`config.mk`:
```
export PLATFORM = sky130hd
export DESIGN_NAME = uart_tx_cfg_flat
export DESIGN_NICKNAME = d
export VERILOG_FILES = /design/src/rtl/uart_pkg.sv /design/src/rtl/uart_tx_cfg_if.sv /design/src/rtl/uart_bit_timer.sv /design/src/rtl/uart_tx_cfg.sv /design/src/flat_wrapper.sv
export SDC_FILE = /design/constraint.sdc
export NUM_CORES = 1
export LEC_CHECK = 0
export CORE_UTILIZATION = 50
export CTS_BUF_LIST = sky130_fd_sc_hd__clkbuf_8
export DETAILED_ROUTE_END_ITERATION = 8
export PLACE_DENSITY = 0.81
export REMOVE_ABC_BUFFERS = 1
export SYNTH_ARGS = -nofsm -noshare
export SYNTH_HDL_FRONTEND = slang
export SYNTH_HIERARCHICAL = 1
export SYNTH_SLANG_ARGS = --single-unit
```
`constraint.sdc`:
```
create_clock -name i_clock -period 2.96 [get_ports i_clock]
set_clock_uncertainty 0.15 [all_clocks]
set_input_delay 0.592 -clock i_clock [delete_from_list [all_inputs] [get_ports i_clock]]
set_output_delay 0.592 -clock i_clock [all_outputs]
set_load 0.05 [all_outputs]
```
`src/rtl/uart_pkg.sv`:
```
// Shared definitions for the configurable UART transmitter and receiver:
// FSM encoding, parity modes and data-length limits.
package uart_pkg;

  typedef enum logic [2:0] {
    ST_IDLE   = 3'd0,
    ST_START  = 3'd1,
    ST_DATA   = 3'd2,
    ST_PARITY = 3'd3,
    ST_STOP   = 3'd4
  } uart_state_e;

  localparam logic [1:0] PAR_NONE = 2'd0;
  localparam logic [1:0] PAR_EVEN = 2'd1;
  localparam logic [1:0] PAR_ODD  = 2'd2;

  localparam logic [3:0] MIN_N_DATA = 4'd5;

  // Out-of-range lengths fall back to the widest supported frame.
  function automatic logic [3:0] clamp_n_data(input logic [3:0] n, input logic [3:0] n_max);
    logic [3:0] res;
    if ((n < MIN_N_DATA) || (n > n_max)) begin
      res = n_max;
    end else begin
      res = n;
    end
    return res;
  endfunction

endpackage

```
`src/rtl/uart_tx_cfg_if.sv`:
```
// Host/pad-side signal bundle of the configurable UART transmitter.
interface uart_tx_cfg_if #(
  parameter int NB_DATA = 8
);
  logic               i_tick;
  logic               i_tx_start;
  logic [NB_DATA-1:0] i_data;
  logic [3:0]         i_n_data;
  logic               i_parity_en;
  logic               i_parity_odd;
  logic               i_two_stop;
  logic               o_ready;
  logic               o_busy;
  logic               o_data;
  logic               o_tx_done;

  modport master (
    output i_tick, i_tx_start, i_data, i_n_data, i_parity_en, i_parity_odd, i_two_stop,
    input  o_ready, o_busy, o_data, o_tx_done
  );

  modport slave (
    input  i_tick, i_tx_start, i_data, i_n_data, i_parity_en, i_parity_odd, i_two_stop,
    output o_ready, o_busy, o_data, o_tx_done
  );
endinterface

```
`src/rtl/uart_bit_timer.sv`:
```
// Oversampling tick counter: flags the tick that closes each bit period.
// Shared by the transmitter and the receiver.
module uart_bit_timer #(
  parameter int OVERSAMPLE = 16,
  parameter int NB_OVS     = $clog2(OVERSAMPLE)
) (
  input  logic i_clock,
  input  logic i_reset,
  input  logic i_clear,
  input  logic i_tick,
  output logic o_bit_end
);

  localparam logic [NB_OVS-1:0] LAST_CNT = NB_OVS'(OVERSAMPLE - 1);

  logic [NB_OVS-1:0] cnt_q;
  logic [NB_OVS-1:0] cnt_d;

  // Next count: held at zero while cleared, wraps on the last tick of a bit.
  always_comb begin
    cnt_d = cnt_q;
    if (i_clear) begin
      cnt_d = {NB_OVS{1'b0}};
    end else if (i_tick) begin
      if (cnt_q == LAST_CNT) begin
        cnt_d = {NB_OVS{1'b0}};
      end else begin
        cnt_d = cnt_q + NB_OVS'(1);
      end
    end else begin
      cnt_d = cnt_q;
    end
  end

  // Tick counter register.
  always_ff @(posedge i_clock or posedge i_reset) begin
    if (i_reset) begin
      cnt_q <= {NB_OVS{1'b0}};
    end else begin
      cnt_q <= cnt_d;
    end
  end

  assign o_bit_end = i_tick & ~i_clear & (cnt_q == LAST_CNT);

endmodule

```
`src/rtl/uart_tx_cfg.sv`:
```
// Runtime-configurable UART transmitter with a one-entry holding register
// so a queued frame follows the current one without idle time.
module uart_tx_cfg
  import uart_pkg::*;
#(
  parameter int NB_DATA    = 8,
  parameter int OVERSAMPLE = 16,
  parameter int NB_OVS     = $clog2(OVERSAMPLE)
) (
  input  logic         i_clock,
  input  logic         i_reset,
  uart_tx_cfg_if.slave bus
);

  localparam logic [3:0] MAX_N = 4'(NB_DATA);

  uart_state_e        state_q, state_d;
  logic               ready_q, ready_d;
  logic [NB_DATA-1:0] hold_data_q, hold_data_d;
  logic [3:0]         hold_n_q, hold_n_d;
  logic [1:0]         hold_mode_q, hold_mode_d;
  logic               hold_two_q, hold_two_d;
  logic [NB_DATA-1:0] shift_q, shift_d;
  logic [3:0]         n_q, n_d;
  logic [1:0]         mode_q, mode_d;
  logic               two_q, two_d;
  logic [3:0]         bit_cnt_q, bit_cnt_d;
  logic               stop_cnt_q, stop_cnt_d;
  logic               par_q, par_d;
  logic               data_q, data_d;
  logic               busy_q, busy_d;
  logic               done_q, done_d;

  logic accept_s;
  logic load_s;
  logic bit_end_s;
  logic timer_clear_s;

  assign accept_s      = bus.i_tx_start & ready_q;
  assign timer_clear_s = (state_q == ST_IDLE);

  uart_bit_timer #(
    .OVERSAMPLE(OVERSAMPLE),
    .NB_OVS    (NB_OVS)
  ) u_bit_timer (
    .i_clock  (i_clock),
    .i_reset  (i_reset),
    .i_clear  (timer_clear_s),
    .i_tick   (bus.i_tick),
    .o_bit_end(bit_end_s)
  );

  // Frame sequencing, holding-register handoff and next line level.
  always_comb begin
    state_d     = state_q;
    ready_d     = ready_q;
    hold_data_d = hold_data_q;
    hold_n_d    = hold_n_q;
    hold_mode_d = hold_mode_q;
    hold_two_d  = hold_two_q;
    shift_d     = shift_q;
    n_d         = n_q;
    mode_d      = mode_q;
    two_d       = two_q;
    bit_cnt_d   = bit_cnt_q;
    stop_cnt_d  = stop_cnt_q;
    par_d       = par_q;
    done_d      = 1'b0;
    load_s      = 1'b0;

    case (state_q)
      ST_IDLE: begin
        if (!ready_q) begin
          load_s  = 1'b1;
          state_d = ST_START;
        end else begin
          state_d = ST_IDLE;
        end
      end
      ST_START: begin
        if (bit_end_s) begin
          state_d = ST_DATA;
        end else begin
          state_d = ST_START;
        end
      end
      ST_DATA: begin
        if (bit_end_s) begin
          par_d   = par_q ^ shift_q[0];
          shift_d = {1'b0, shift_q[NB_DATA-1:1]};
          if (bit_cnt_q == (n_q - 4'd1)) begin
            bit_cnt_d = 4'd0;
            state_d   = (mode_q != PAR_NONE) ? ST_PARITY : ST_STOP;
          end else begin
            bit_cnt_d = bit_cnt_q + 4'd1;
          end
        end else begin
          state_d = ST_DATA;
        end
      end
      ST_PARITY: begin
        if (bit_end_s) begin
          state_d = ST_STOP;
        end else begin
          state_d = ST_PARITY;
        end
      end
      ST_STOP: begin
        if (bit_end_s) begin
          if (two_q && !stop_cnt_q) begin
            stop_cnt_d = 1'b1;
          end else begin
            stop_cnt_d = 1'b0;
            done_d     = 1'b1;
            if (!ready_q) begin
              load_s  = 1'b1;
              state_d = ST_START;
            end else begin
              state_d = ST_IDLE;
            end
          end
        end else begin
          state_d = ST_STOP;
        end
      end
      default: begin
        state_d = ST_IDLE;
      end
    endcase

    // Parity accumulator starts at 1 for odd parity so the final XOR lands inverted.
    if (load_s) begin
      shift_d    = hold_data_q;
      n_d        = hold_n_q;
      mode_d     = hold_mode_q;
      two_d      = hold_two_q;
      bit_cnt_d  = 4'd0;
      stop_cnt_d = 1'b0;
      par_d      = (hold_mode_q == PAR_ODD);
      ready_d    = 1'b1;
    end else if (accept_s) begin
      hold_data_d = bus.i_data;
      hold_n_d    = clamp_n_data(bus.i_n_data, MAX_N);
      hold_mode_d = bus.i_parity_en ? (bus.i_parity_odd ? PAR_ODD : PAR_EVEN) : PAR_NONE;
      hold_two_d  = bus.i_two_stop;
      ready_d     = 1'b0;
    end else begin
      ready_d = ready_q;
    end

    case (state_d)
      ST_START:  data_d = 1'b0;
      ST_DATA:   data_d = shift_d[0];
      ST_PARITY: data_d = par_d;
      default:   data_d = 1'b1;
    endcase

    busy_d = (state_d != ST_IDLE);
  end

  // All state and outputs are registered; reset returns the line to mark.
  always_ff @(posedge i_clock or posedge i_reset) begin
    if (i_reset) begin
      state_q     <= ST_IDLE;
      ready_q     <= 1'b1;
      hold_data_q <= {NB_DATA{1'b0}};
      hold_n_q    <= MAX_N;
      hold_mode_q <= PAR_NONE;
      hold_two_q  <= 1'b0;
      shift_q     <= {NB_DATA{1'b0}};
      n_q         <= MAX_N;
      mode_q      <= PAR_NONE;
      two_q       <= 1'b0;
      bit_cnt_q   <= 4'd0;
      stop_cnt_q  <= 1'b0;
      par_q       <= 1'b0;
      data_q      <= 1'b1;
      busy_q      <= 1'b0;
      done_q      <= 1'b0;
    end else begin
      state_q     <= state_d;
      ready_q     <= ready_d;
      hold_data_q <= hold_data_d;
      hold_n_q    <= hold_n_d;
      hold_mode_q <= hold_mode_d;
      hold_two_q  <= hold_two_d;
      shift_q     <= shift_d;
      n_q         <= n_d;
      mode_q      <= mode_d;
      two_q       <= two_d;
      bit_cnt_q   <= bit_cnt_d;
      stop_cnt_q  <= stop_cnt_d;
      par_q       <= par_d;
      data_q      <= data_d;
      busy_q      <= busy_d;
      done_q      <= done_d;
    end
  end

  assign bus.o_ready   = ready_q;
  assign bus.o_busy    = busy_q;
  assign bus.o_data    = data_q;
  assign bus.o_tx_done = done_q;

endmodule

```
`src/flat_wrapper.sv`:
```
// flat-port wrapper written by rule: the top's interface ports become plain ports
module uart_tx_cfg_flat import uart_pkg::*;
#(
  parameter int NB_DATA    = 8,
  parameter int OVERSAMPLE = 16,
  parameter int NB_OVS     = $clog2(OVERSAMPLE)
)
  (i_clock, i_reset, bus_i_tick, bus_i_tx_start, bus_i_data, bus_i_n_data, bus_i_parity_en, bus_i_parity_odd, bus_i_two_stop, bus_o_ready, bus_o_busy, bus_o_data, bus_o_tx_done);
  uart_tx_cfg_if #(.NB_DATA(NB_DATA)) bus_i ();
  input  logic i_clock;
  input  logic i_reset;
  input wire logic [$bits(bus_i.i_tick)-1:0] bus_i_tick;
  input wire logic [$bits(bus_i.i_tx_start)-1:0] bus_i_tx_start;
  input wire logic [$bits(bus_i.i_data)-1:0] bus_i_data;
  input wire logic [$bits(bus_i.i_n_data)-1:0] bus_i_n_data;
  input wire logic [$bits(bus_i.i_parity_en)-1:0] bus_i_parity_en;
  input wire logic [$bits(bus_i.i_parity_odd)-1:0] bus_i_parity_odd;
  input wire logic [$bits(bus_i.i_two_stop)-1:0] bus_i_two_stop;
  output wire logic [$bits(bus_i.o_ready)-1:0] bus_o_ready;
  output wire logic [$bits(bus_i.o_busy)-1:0] bus_o_busy;
  output wire logic [$bits(bus_i.o_data)-1:0] bus_o_data;
  output wire logic [$bits(bus_i.o_tx_done)-1:0] bus_o_tx_done;
  assign bus_i.i_tick = bus_i_tick;
  assign bus_i.i_tx_start = bus_i_tx_start;
  assign bus_i.i_data = bus_i_data;
  assign bus_i.i_n_data = bus_i_n_data;
  assign bus_i.i_parity_en = bus_i_parity_en;
  assign bus_i.i_parity_odd = bus_i_parity_odd;
  assign bus_i.i_two_stop = bus_i_two_stop;
  assign bus_o_ready = bus_i.o_ready;
  assign bus_o_busy = bus_i.o_busy;
  assign bus_o_data = bus_i.o_data;
  assign bus_o_tx_done = bus_i.o_tx_done;
  uart_tx_cfg #(.NB_DATA(NB_DATA), .OVERSAMPLE(OVERSAMPLE), .NB_OVS(NB_OVS)) u_core (.i_clock(i_clock), .i_reset(i_reset), .bus(bus_i));
endmodule
```
======== Yosys cells after proc, flatten, opt, wreduce, memory -nomap -nowiden ========
Cells that the tools add are included.
storage, ports and cells
  flip-flop bits (word level) ............. 47
  output and inout port bits .............. 4
  word-level logic and storage cells ...... 92
cells by class
  add/sub/neg operators ................... 3
  order comparisons ....................... 2
  equality and inequality tests ........... 10
  multiplexer cells ....................... 39
  bitwise logic cells ..................... 6
  reductions and logical operators ........ 14
operator list
  kind                   count
  $mux W4                8
  $mux W8                3
  $mux W3                6
  $mux W1                16
  $pmux W3 S5            1
  $eq A3 B2 Y1 const B   4
  $reduce_bool A2 Y1     6
  $add A4 B1 Y4 const B  2
  $eq A3 B1 Y1 const B   2
  $mux W2                3
  $reduce_and A2 Y1      3
  $eq A4 B4 Y1           1
  $eq A4 B4 Y1 const B   1
  $gt A4 B4 Y1 const B   1
  $lt A4 B3 Y1 const B   1
  $sub A4 B1 Y4 const B  1
  $and A1 B1 Y1          3
  $eq A3 B3 Y1 const B   1
  $logic_not A3 Y1       1
  $pmux W1 S3            1
  $reduce_bool A3 Y1     1
  $eq A2 B2 Y1 const B   1
  $not A1 Y1             2
  $pmux W1 S2            1
  other kinds (4)        4

======== Depth between registers and ports, before layout ========
  word-level depth ........................ 8
  gate-level depth with buffers ........... 10

======== Cells and area by module ========
The synthesis kept the hierarchy.
modules (own cells, without submodules)
  module          times used  cells an instance  area an instance (um^2)  seq. area each (um^2)
  uart_tx_cfg     1           176                1936.9                   1081.0
  uart_bit_timer  1           23                 210.2                    100.1

======== Worst setup path after synthesis ========
Ideal clock, no wire load.
  kind .................................... register to register
  start ................................... register u_core.state_q[2]
  end ..................................... register u_core.bit_cnt_q[3]
  library setup time ...................... 72 ps
  data arrival time ....................... 2252 ps
  required time ........................... 2738 ps
  setup slack ............................. 485 ps
  stages on the path, launching flop included .. 11
  buffers on the path ..................... 2
  clock period less this slack ............ 2475 ps
  cell sequence ........................... dfrtp_1 buf_2 nor3_1 nor3_1 nand2_1 or3_1 clkbuf_1 or3_1 a21oi_1 a21oi_1 nor2_1
on the way
  cells in the longest elaborated chain, start to end .. 8
  elaborated cells on any way between the ends .. 12
RTL lines
  what                                 RTL line              text
  from (decl)                          uart_tx_cfg.sv:17     uart_state_e state_q, state_d;
  from (signal assigned)               uart_tx_cfg.sv:181    state_q <= state_d;
  $logic_not A3 Y1 *                   uart_tx_cfg.sv:40     assign timer_clear_s = (state_q == ST_IDLE);
  net u_core.timer_clear_s             uart_tx_cfg.sv:37     logic timer_clear_s;
  $not A1 Y1 *                         uart_bit_timer.sv:44  assign o_bit_end = i_tick & ~i_clear & (cnt_q == LAST_CNT);
  $and A1 B1 Y1 * (2 in a row)         uart_bit_timer.sv:44
  net u_core.bit_end_s                 uart_tx_cfg.sv:36     logic bit_end_s;
  $mux W1                              uart_tx_cfg.sv:109    if (bit_end_s) begin
  $pmux W1 S2                          uart_tx_cfg.sv:71     case (state_q)
  $reduce_bool A2 Y1 (no source line)  -
  $reduce_and A2 Y1 (no source line)   -
  to (signal assigned)                 uart_tx_cfg.sv:191    bit_cnt_q <= bit_cnt_d;
  to (decl)                            uart_tx_cfg.sv:27     logic [3:0] bit_cnt_q, bit_cnt_d;
Mark *: on every way through the listed nets, which the timed path passes. The rest lies on a longest branch.
A chain may end at the register's enable or synchronous reset.

======== Worst setup path in the final report ========
  start ................................... input bus_i_tick
  end ..................................... register u_core.data_q, in the netlist u_core/bus.o_data
on the way
  cells in the longest elaborated chain, start to end .. 6
  elaborated cells on any way between the ends .. 19
RTL lines
  what                                    RTL line                               text
  from (decl)                             flat_wrapper.sv:12                     input wire logic [$bits(bus_i.i_tick)-1:0] bus_i_tick;
  $and A1 B1 Y1 * (2 in a row)            uart_bit_timer.sv:44
  net u_core.bit_end_s                    uart_tx_cfg.sv:36
  $mux W1 or $mux W8 (tied branches)      uart_tx_cfg.sv:109, uart_tx_cfg.sv:88
  $pmux W1 S2 or $mux W8 (tied branches)  uart_tx_cfg.sv:71
  $mux W8 *                               uart_tx_cfg.sv:132                     if (load_s) begin
  net u_core.shift_d[0]                   uart_tx_cfg.sv:23                      logic [NB_DATA-1:0] shift_q, shift_d;
  $pmux W1 S3 *                           uart_tx_cfg.sv:151                     case (state_d)
  net u_core.data_d                       uart_tx_cfg.sv:30                      logic data_q, data_d;
  to (signal assigned)                    uart_tx_cfg.sv:194                     data_q <= data_d;
  to (decl)                               uart_tx_cfg.sv:30
Mark *: on every way through the listed nets, which the timed path passes. The rest lies on a longest branch. The select of a mux whose other input is x is not followed.

==> summary.md <==
The worst setup path is launched from an input pin. The worst setup path is captured at a flip-flop. The met2 demand-to-capacity share in global routing was 0.328; the total routing usage reported by global routing was 0.199. The tools report the initial antenna violation count as 0. After clock tree synthesis, the clock-pin slew on the worst setup and hold paths is 80 ps. Critical setup path kind: in -> reg. For the maximum number of pins on one net before global-route repair, the log shows 44. Counting both buffers and inverters, the worst setup path holds a total of 3. Setup repair after global routing left no endpoint under its margin. The via count of the first global-routing pass is 1,521.

The share of final-layout standard cells stronger than drive strength 1 was 0.159; the number of cells in the finished layout apart from fillers was 282. The count of buffers inserted at the top-level ports is 22. Gate count after technology mapping: 199. Setup violations remaining at the end of the flow were counted as 0. The count of nets left with antenna violations once routing finished came out at 0.

The run gives 4 as the number of search-and-repair iterations in the first detailed-routing pass. The run gives 88 as the DRC marker count from the first detailed-route iteration. The critical path arrival was 2590 ps; the normalized max-slew margin was 0.552. The layout-stage area growth over the synthesis result came out at 20.5%. The simple logic cell fraction of the synthesized area came out at 0.160.

The detailed router placed 1,534 vias in this run. The tool flagged a number of max-cap violations equal to 0. In this run the worst path has a maximum fanout of 8. Clock tree synthesis found a total of 47 sinks. The share of synthesized area occupied by flip-flops and latches is 0.550.

Derived from the worst setup path, the maximum achievable clock frequency is 396 MHz. Yosys printed 6 warnings. In this run the most used layer during global routing was met2.

The tools report the end-of-flow core utilization as 0.637. Detailed placement finished with a half-perimeter wire length of 2.79 mm. After detailed routing, the number of remaining DRC violations is 0. The number of register bits inferred by synthesis was 47; the worst vdd rail ir drop was 483 uV. The tools report the overall die area as 4560 um2. The post-route fraction of the period consumed by the critical path was 0.854; the summed negative setup slack over all endpoints was 0 ps. The post-synthesis share of cell area spent on full adders, half adders and majority gates was 0.0175; the number of H-tree branching levels was 2.

Timing analysis after detailed placement gives a worst setup slack of 172 ps. Count of boundary I/O pins: 23. After synthesis, the largest family of logic cells by area is simple AND/OR/NAND/NOR gates. Per-cell via count in the routed design: 5.44.

The top cell types in the final layout, fill and taps aside, are sky130_fd_sc_hd__dfrtp_1 (43), sky130_fd_sc_hd__nand2_1 (36), sky130_fd_sc_hd__clkdlybuf4s50_1 (22). Broken down by cell family, the worst path's largest delay share belongs to compound AO/OA/AOI/OAI gates. TritonCTS built the clock tree. Counting along the longest clock path gives a buffer depth of 2. The global placement routability congestion came out at 0.833. The shortest period the worst path allows was 2530 ps; the number of nets in the final layout was 253. The die span in y was 67.5 um; the number of buffers inserted during clock tree synthesis was 5. In this run the clock root is driven by a sky130_fd_sc_hd__clkbuf_8. The area share of xor/xnor cells in the synthesized design was 0.0367. The hold violation total from the final report was 0.

The signal on the critical path passes through clkdlybuf4s50_1, nand2_2, nor3_1, buf_4, inv_1, o21ai_1, a31oi_1, a221oi_1, nor2_1, a22oi_1. Worst-margin pin slew: 669 ps. The portion of netlist area occupied by mux cells is 0.0880. The number of gates resized after cts is 0, and the overall power after layout is 2260 uW. The count of distinct cell types in the synthesized netlist was 40. The power density over the cells came out at 875 nW/um2. The largest individual stage delay along the critical path comes from the cell sky130_fd_sc_hd__clkdlybuf4s50_1.

The horizontal die dimension was 67.5 um; the count of placed standard cells including taps was 274. Global routing finished with a remaining overflow of 0. The leading cell type in the layout, fill and taps excluded was sky130_fd_sc_hd__dfrtp_1. The leakage dissipation was 0.00115 uW; the initial core utilization was 0.529. The diode insertion count for antenna repair was 0; the post-detailed-route wirelength per cell was 13.8 um.

In this run the worst hold path is classified as reg -> reg. The cell area that synthesis handed to floorplanning was 2150 um2. Post-CTS timing repair inserted 0 buffers for setup. The core outline area was 4060 um2. The final-report max-slew violation count came out at 0.

The row count was 23. For the met1 track demand over resource, the log shows 0.245. The mean area per synthesized cell came out at 10.8 um2. The first global-routing pass estimated 6.60 mm of wire. For the worst-skew pair, the clock arrives at the later sink with an insertion delay of 300 ps.

For this run, the slowest stage of the critical path takes 500 ps. Data on the critical path is required at its endpoint by 3020 ps. After clock tree synthesis, the flow added hold-fix buffers numbering 0.

After detailed routing, the total wire length is 3.89 mm. The setup slack after layout was 432 ps; the met3 global-route usage was 0.0473. The run finished with clean final reports.

The compound-gate portion of the synthesized area works out to 0.119.
==> power by group <==
part	total [uW]	leakage, uW	switching, uW	internal (uW)
Combinational	722	0.000502	378	344
Clock	482	0.0000612	209	273
Sequential	1060	0.000587	161	899
==> synth_stat cells <==
cell type / count / area share
sky130_fd_sc_hd__dfstp_2: 4 / 0.049
sky130_fd_sc_hd__nand3b_1: 2 / 0.0070
sky130_fd_sc_hd__or3_1: 4 / 0.012
sky130_fd_sc_hd__ha_1: 3 / 0.017
sky130_fd_sc_hd__xor2_1: 3 / 0.012
sky130_fd_sc_hd__nand2b_1: 4 / 0.012
sky130_fd_sc_hd__mux2_2: 8 / 0.042
sky130_fd_sc_hd__o21ai_1: 8 / 0.019
sky130_fd_sc_hd__nand2_2: 1 / 0.0029
sky130_fd_sc_hd__and4bb_1: 1 / 0.0058
sky130_fd_sc_hd__inv_1: 9 / 0.016
sky130_fd_sc_hd__a31o_2: 1 / 0.0041
sky130_fd_sc_hd__o21ai_0: 3 / 0.0070
sky130_fd_sc_hd__nand2_1: 36 / 0.063
sky130_fd_sc_hd__o22ai_1: 1 / 0.0029
sky130_fd_sc_hd__o31ai_2: 1 / 0.0058
sky130_fd_sc_hd__xnor2_1: 6 / 0.024
sky130_fd_sc_hd__a311o_2: 1 / 0.0052
sky130_fd_sc_hd__nand3_1: 3 / 0.0070
sky130_fd_sc_hd__a21boi_1: 1 / 0.0035
sky130_fd_sc_hd__a221oi_1: 1 / 0.0041
sky130_fd_sc_hd__buf_4: 1 / 0.0035
sky130_fd_sc_hd__nor3_2: 1 / 0.0047
sky130_fd_sc_hd__buf_2: 2 / 0.0047
sky130_fd_sc_hd__mux2_1: 7 / 0.037
sky130_fd_sc_hd__a31oi_1: 1 / 0.0029
sky130_fd_sc_hd__mux2i_1: 2 / 0.0093
sky130_fd_sc_hd__nor2b_1: 2 / 0.0058
sky130_fd_sc_hd__a211oi_2: 1 / 0.0058
sky130_fd_sc_hd__o21bai_1: 1 / 0.0035
sky130_fd_sc_hd__a22oi_1: 7 / 0.024
sky130_fd_sc_hd__nor3_1: 2 / 0.0047
sky130_fd_sc_hd__clkbuf_1: 3 / 0.0052
sky130_fd_sc_hd__nor2_1: 11 / 0.019
sky130_fd_sc_hd__a22o_1: 3 / 0.012
sky130_fd_sc_hd__dfrtp_1: 43 / 0.50
sky130_fd_sc_hd__nor4_4: 1 / 0.0099
sky130_fd_sc_hd__or2_2: 1 / 0.0029
sky130_fd_sc_hd__a21oi_1: 8 / 0.019
sky130_fd_sc_hd__nor3b_1: 1 / 0.0035
==> worst reg2reg max path, stage by stage (launching register included) <==
cell                       delay (ps)
sky130_fd_sc_hd__dfrtp_1          570
sky130_fd_sc_hd__nor3_1            80
sky130_fd_sc_hd__buf_4            160
sky130_fd_sc_hd__nor3_1           180
sky130_fd_sc_hd__buf_4            170
sky130_fd_sc_hd__inv_1             60
sky130_fd_sc_hd__o21ai_1          130
sky130_fd_sc_hd__a31oi_1          250
sky130_fd_sc_hd__a221oi_1         420
sky130_fd_sc_hd__nor2_1            90
sky130_fd_sc_hd__a22oi_1          180
==> kinds of logic (layout without fill, tap and decap cells) <==
group                      after synthesis  in the layout
buffers and inverters                   15             48
and+or+nand+nor                         70             70
DFF                                     47             47
AOI/OAI and AO/OA                       38             38
xor gates and xnor gates                 9              9
adders and majority gates                3              3
muxes                                   17             17
==> metal layers <==
layer | share of wire | up-vias
li1 | - | 751
met5 | 0 | -
met4 | 0.014 | 0
met3 | 0.041 | 6
met1 | 0.44 | 745
met2 | 0.50 | 32
==> final timing paths <==
check | startpoint | endpoint | slack, ps | cells past startpoint
setup / recovery | bus_i_tick | u_core/bus.o_data | 430 | 10
min in group asynchronous | i_reset | u_core/u_bit_timer/cnt_q[0] | 350 | 2
max in group asynchronous | i_reset | u_core/hold_n_q[3] | 1680 | 3
hold / removal | u_core/hold_n_q[3] | u_core/hold_n_q[3] | 320 | 2
setup reg to reg | u_core/state_q[2] | u_core/bus.o_data | 440 | 10
hold reg to reg | u_core/hold_n_q[3] | u_core/hold_n_q[3] | 320 | 2
==> cell type report <==
cell class | count | area [um2]
inverter | 9 | 33.8
fill | 331 | 1470
clock inverter | 2 | 35.0
sequential | 47 | 1180
tap | 50 | 62.6
timing repair buffer | 31 | 288
clock buffer | 6 | 82.6
multi-input combinational | 137 | 903
==> state kept, by name, indices dropped and copies added (netlist names), 2 cells and up <==
| register | flops |
|---|---|
| u_core/shift_q | 8 |
| u_core/n_q | 4 |
| u_core/bit_cnt_q | 4 |
| u_core/hold_n_q | 4 |
| u_core/hold_mode_q | 2 |
| u_core/hold_data_q | 8 |
| u_core/u_bit_timer/cnt_q | 4 |
| u_core/mode_q | 2 |
| u_core/state_q | 3 |
==> through the flow <==
step                hold WS, ps  instance area (um2)
floorplan                   208                 2120
global placement            297                 2470
detailed placement          301                 2470
CTS                         314                 2590
global route                333                 2590
finish                      316                 2590
No activity file was read; power rests on OpenSTA's default activity.
==> edit 1 (config.mk and constraints unchanged) <==
The 5 states of `uart_state_e` get a one-hot encoding in 5 bits.
--- a/src/rtl/uart_pkg.sv
+++ b/src/rtl/uart_pkg.sv
@@ -3,10 +3,10 @@
 package uart_pkg;
 
-  typedef enum logic [2:0] {
-    ST_IDLE   = 3'd0,
-    ST_START  = 3'd1,
-    ST_DATA   = 3'd2,
-    ST_PARITY = 3'd3,
-    ST_STOP   = 3'd4
+  typedef enum logic [4:0] {
+    ST_IDLE   = 5'b00001,
+    ST_START  = 5'b00010,
+    ST_DATA   = 5'b00100,
+    ST_PARITY = 5'b01000,
+    ST_STOP   = 5'b10000
   } uart_state_e;
 
Behaviour: same outputs for any inputs over 10 cycles, from zero or initial values and one cycle with i_reset high; not proved beyond that.
==> edit 1 against the original RTL <==
Combinational power rose by 17%; cell area up 4.0%; first-iteration DRC count increased by 47%; sequential cell count grew 2; wire length grew 6.1%; synthesized cell count up 4.0%; synthesized area rose by 6.1%; setup slack worse by 0.19 ns; non-clock buffer count unchanged; via count grew 5.9%; power increased by 3.3%; critical path type is now flip-flop to flip-flop; largest power group unchanged.
==> edit 1: results (changes against the original RTL) <==
* Clock share of power at 0.170 (was 0.213)
* NonClk Buf Share at 0.112 (was 0.111)
* Distinct cell type count after synthesis at 42 (was 40)
* Worst hold slack at 0.336 ns (was 0.316 ns)
* Lkg Pwr at 1.20 nW (was 1.15 nW)
* Status: finished, final reports clean (unchanged)
* Worst R2R Start: u_core/state_q[1]$_DFF_PP0_ (was u_core/state_q[2]$_DFF_PP0_)
* Met2 wire len at 2000 microns (was 1950 microns)
* Share of the yosys chip area belonging to registers at 0.541 (was 0.550)
* Count of multi-input gates at 140 (was 137)
* Global placement routability congestion at 0.837 (was 0.833)
* Largest delay contributor family on the critical path: simple AND/OR/NAND/NOR gates (was compound AO/OA/AOI/OAI gates)
* Switching part of the total at 0.343 (was 0.330)
* Largest net degree at the start of global routing at 46 (was 44)
* Vias in the first global route at 1545 (was 1521)
* Share of post-route cells with drive strength above 1 at 0.176 (was 0.159)
* Regs by FF count: u_core/hold_data_q x8, u_core/shift_q x8, u_core/state_q x5 (was u_core/hold_data_q x8, u_core/shift_q x8)
* Overall routed net length at 4130 microns (was 3890 microns)
* Via density at 5.60 (was 5.44)
* Post-DP HPWL at 2970 microns (was 2790 microns)
* R2r setup slk at 0.24 ns (was 0.44 ns)
* Top cells by count, synth: 44 x dfrtp_1, 22 x nand2_1, 16 x o21ai_0, 15 x mux2_2, 11 x inv_1 (was 43 x dfrtp_1, 36 x nand2_1, 11 x nor2_1, 9 x inv_1)
* Starting DRC count in detailed routing at 129 (was 88)
* Slowest stage cell on the critical path: dfrtp_1 (was clkdlybuf4s50_1)
* Met3 WL at 119 microns (was 160 microns)
* Met3 Use GR at 0.0465 (was 0.0473)
* Multi-input combinational area share at 0.357 (was 0.349)
* Met1 wire length at 1970 microns (was 1730 microns)
* Worst-path maximum fanout at 9 (was 8)
* Final net count at 260 (was 253)
* CP arrival at 2.76 ns (was 2.59 ns)
* Inverters at 11 (was 9)
* Met2 Use GR at 0.297 (was 0.328)
* GRT met1 Usage at 0.247 (was 0.245)
* First-pass GRT wire length at 7040 microns (was 6600 microns)
-- edit 1: cell count changes after synthesis, sizes merged, moves of 3 or more --
cell,change
o21ai,+5
a22oi,-7
nor3,+4
nor2,-3
a22o,+5
nand2,-14
a21o,+7
-- edit 1: metrics by stage --
step           total power, mW  setup slack [ns]   util  cell area [sq um]  std cells
2_1_floorplan             1.68            -0.155      -               2230        200
3_3_place_gp              1.92             0.140  0.597               2600        283
4_1_cts                   2.36             0.266  0.618               2690        290
6_report                  2.34             0.239  0.618               2690        290
3_5_place_dp              1.96           0.00967  0.597               2600        283
5_1_grt                   2.49            0.0191  0.618               2690        290
-- edit 1: cells by family (layout without fill, tap and decap cells) --
logic type                 count (synthesis)  count (layout)  synth area share
muxes                                     17              17            0.0830
and+or+nand+nor                           64              64             0.143
AOI/OAI and AO/OA                         48              48             0.142
xor gates and xnor gates                   8               8            0.0374
adders and majority gates                  3               3            0.0165
DFF                                       49              49             0.541
buffers and inverters                     18              49            0.0368
-- edit 1: how the worst max path moves through the flow --
stage | endpoint | startpoint | cells past startpoint | slack [ns]
2_1_floorplan | u_core/bus.o_data$_DFF_PP1_ | u_core/state_q[1]$_DFF_PP0_ | 8 | -0.15
3_3_place_gp | u_core/bit_cnt_q[2]$_DFFE_PP0P_ | bus_i_tick | 9 | 0.14
3_5_place_dp | u_core/bus.o_data$_DFF_PP1_ | bus_i_tick | 8 | 0.01
4_1_cts | u_core/bus.o_data$_DFF_PP1_ | u_core/state_q[1]$_DFF_PP0_ | 9 | 0.27
5_1_grt | u_core/bus.o_data$_DFF_PP1_ | u_core/state_q[1]$_DFF_PP0_ | 9 | 0.02
6_report | u_core/bus.o_data$_DFF_PP1_ | u_core/state_q[1]$_DFF_PP0_ | 9 | 0.24
==> edit 2 (same settings) <==
Without the edit above. `OVERSAMPLE` is set to 16 in 3 places; all go to 32.
--- a/src/rtl/uart_bit_timer.sv
+++ b/src/rtl/uart_bit_timer.sv
@@ -2,5 +2,5 @@
 // Shared by the transmitter and the receiver.
 module uart_bit_timer #(
-  parameter int OVERSAMPLE = 16,
+  parameter int OVERSAMPLE = 32,
   parameter int NB_OVS     = $clog2(OVERSAMPLE)
 ) (
--- a/src/rtl/uart_tx_cfg.sv
+++ b/src/rtl/uart_tx_cfg.sv
@@ -5,5 +5,5 @@
 #(
   parameter int NB_DATA    = 8,
-  parameter int OVERSAMPLE = 16,
+  parameter int OVERSAMPLE = 32,
   parameter int NB_OVS     = $clog2(OVERSAMPLE)
 ) (
--- a/src/flat_wrapper.sv
+++ b/src/flat_wrapper.sv
@@ -3,5 +3,5 @@
 #(
   parameter int NB_DATA    = 8,
-  parameter int OVERSAMPLE = 16,
+  parameter int OVERSAMPLE = 32,
   parameter int NB_OVS     = $clog2(OVERSAMPLE)
 )
Formal check against the unedited RTL: no difference found for any inputs over 10 cycles, from zero or initial values and one cycle with i_reset high; that may be too few to reach the edited logic, so the function may still have changed.
==> edit 2 against the original RTL <==
Synthesized area rose by 3.8%; sequential cell count increased by 1; register-to-register slack lost 0.21 ns; wire length increased by 4.0%; clock power is 4.8% higher; power grew 3.1%; maximum frequency shrank 7.5%; core utilization is 1.1 points higher; setup slack lost 0.21 ns; first-iteration DRC count grew 5.7%; cell area rose by 3.9%; critical path type is now flip-flop to flip-flop; critical endpoint is now u_core/bus.o_busy$_DFF_PP0_; largest cell class unchanged; highest routed layer unchanged.
==> edit 2: results (changes against the original RTL) <==
* Worst stage delay on the critical path at 0.42 ns (was 0.50 ns)
* Avg WL per Cell at 14.1 microns (was 13.8 microns)
* P_int at 1.58 mW (was 1.52 mW)
* Clk_lat worst skew at 0.30 ns (about the same)
* Port Buf Inserts at 22 (unchanged)
* Largest net degree at the start of global routing at 44 (unchanged)
* Largest delay contributor family on the critical path: simple AND/OR/NAND/NOR gates (was compound AO/OA/AOI/OAI gates)
* Post-DP HPWL at 2790 microns (about the same)
* GRT met1 Usage at 0.235 (was 0.245)
* Hold crit path type: flip-flop to flip-flop (unchanged)
* Share of the yosys chip area belonging to registers at 0.541 (was 0.550)
* Met1 wire length at 1830 microns (was 1730 microns)
* Lkg Pwr at 1.22 nW (was 1.15 nW)
* Final Non-Filler Cells at 287 (was 282)
* Final net count at 259 (was 253)
* Max transition margin at 0.655 (was 0.552)
* Met2 Use GR at 0.353 (was 0.328)
* Clk pwr at 505 uW (was 482 uW)
* Regs by FF count: u_core/hold_data_q x8, u_core/shift_q x8, u_core/u_bit_timer/cnt_q x5 (was u_core/hold_data_q x8, u_core/shift_q x8)
* CP arrival at 2.77 ns (was 2.59 ns)
* # placed instances at 279 (was 274)
* Worst-path maximum fanout at 9 (was 8)
* Maximum VDD drop at 0.000521 V (was 0.000483 V)
* Distinct cell type count after synthesis at 42 (was 40)
* Synth top area cells: dfrtp_1 49%, nand2_1 5.6%, dfstp_2 4.7% (was dfrtp_1 50%, nand2_1 6.3%, dfstp_2 4.9%)
* N_diodes at 0 (unchanged)
* Slowest stage cell on the critical path: dfrtp_1 (was clkdlybuf4s50_1)
* Full die area at 4730 sq um (was 4560 sq um)
* Vias in the first global route at 1551 (was 1521)
* Met2 wire len at 1970 microns (was 1950 microns)
* Clock transition at path regs at 0.09 ns
* Mean Syn Cell Area at 10.9 sq um (was 10.8 sq um)
* Share of post-route cells with drive strength above 1 at 0.177 (was 0.159)
* Total GRT Usage at 0.203 (was 0.199)
* Global placement routability congestion at 0.841 (was 0.833)
* Post-CTS sizing at 0 (unchanged)
* Starting DRC count in detailed routing at 93 (was 88)
* Via density at 5.55 (was 5.44)
* Main synth FF type: dfrtp_1 (unchanged)
* First-pass GRT wire length at 6810 microns (was 6600 microns)
* TritonRoute pass-1 iters at 8 (was 4)
* Met3 Use GR at 0.0543 (was 0.0473)
* Fraction of power consumed by sequential logic at 0.459 (was 0.468)
* Met3 WL at 170 microns (was 160 microns)
* Pre-CTS WS at 0.105 ns (was 0.172 ns)
* Top cells by count, synth: 44 x dfrtp_1, 33 x nand2_1, 13 x nor2_1, 10 x inv_1, 9 x mux2_2 (was 43 x dfrtp_1, 36 x nand2_1, 11 x nor2_1, 9 x inv_1)
* Status: finished, final reports clean (unchanged)
## edit 2: layout make-up
class / instances / area (sq um)
repair buffers: 32 / 295
clock buffers: 7 / 96.3
fillers: 320 / 1460
flip-flops and latches: 48 / 1210
multi-input cells: 139 / 960
inverters: 10 / 37.5
well taps: 50 / 62.6
clock inverters: 1 / 30.0
## edit 2: worst paths after layout
path | startpoint | to | slack [ns] | depth (start not counted)
max in group asynchronous | i_reset | u_core/bus.o_data$_DFF_PP1_ | 1.67 | 3
setup / recovery | u_core/u_bit_timer/cnt_q[0]$_DFFE_PP0P_ | u_core/bus.o_busy$_DFF_PP0_ | 0.23 | 9
hold / removal | u_core/hold_n_q[3]$_DFFE_PP1P_ | u_core/hold_n_q[3]$_DFFE_PP1P_ | 0.32 | 2
setup reg to reg | u_core/u_bit_timer/cnt_q[0]$_DFFE_PP0P_ | u_core/bus.o_busy$_DFF_PP0_ | 0.23 | 9
min in group asynchronous | i_reset | u_core/u_bit_timer/cnt_q[3]$_DFFE_PP0P_ | 0.38 | 2
hold reg to reg | u_core/hold_n_q[3]$_DFFE_PP1P_ | u_core/hold_n_q[3]$_DFFE_PP1P_ | 0.32 | 2
## edit 2: metrics by stage
stage,power [mW],instance area [sq um],hold slack [ns]
after floorplan,1.60,2190,0.221
after global routing,2.49,2690,0.351
after detailed placement,1.83,2550,0.312
after CTS,2.34,2670,0.325
final,2.34,2690,0.322
after global placement,1.79,2550,0.306
## edit 2: kinds of logic (layout without fill, tap and decap cells)
group,Yosys count,count (layout),share of synthesized area
compound gates,39,39,0.117
xor+xnor,8,8,0.0314
fa+ha+maj,4,4,0.0224
buf+inv,17,50,0.0348
flops,48,48,0.541
mux,19,19,0.0943
simple gates,69,69,0.159
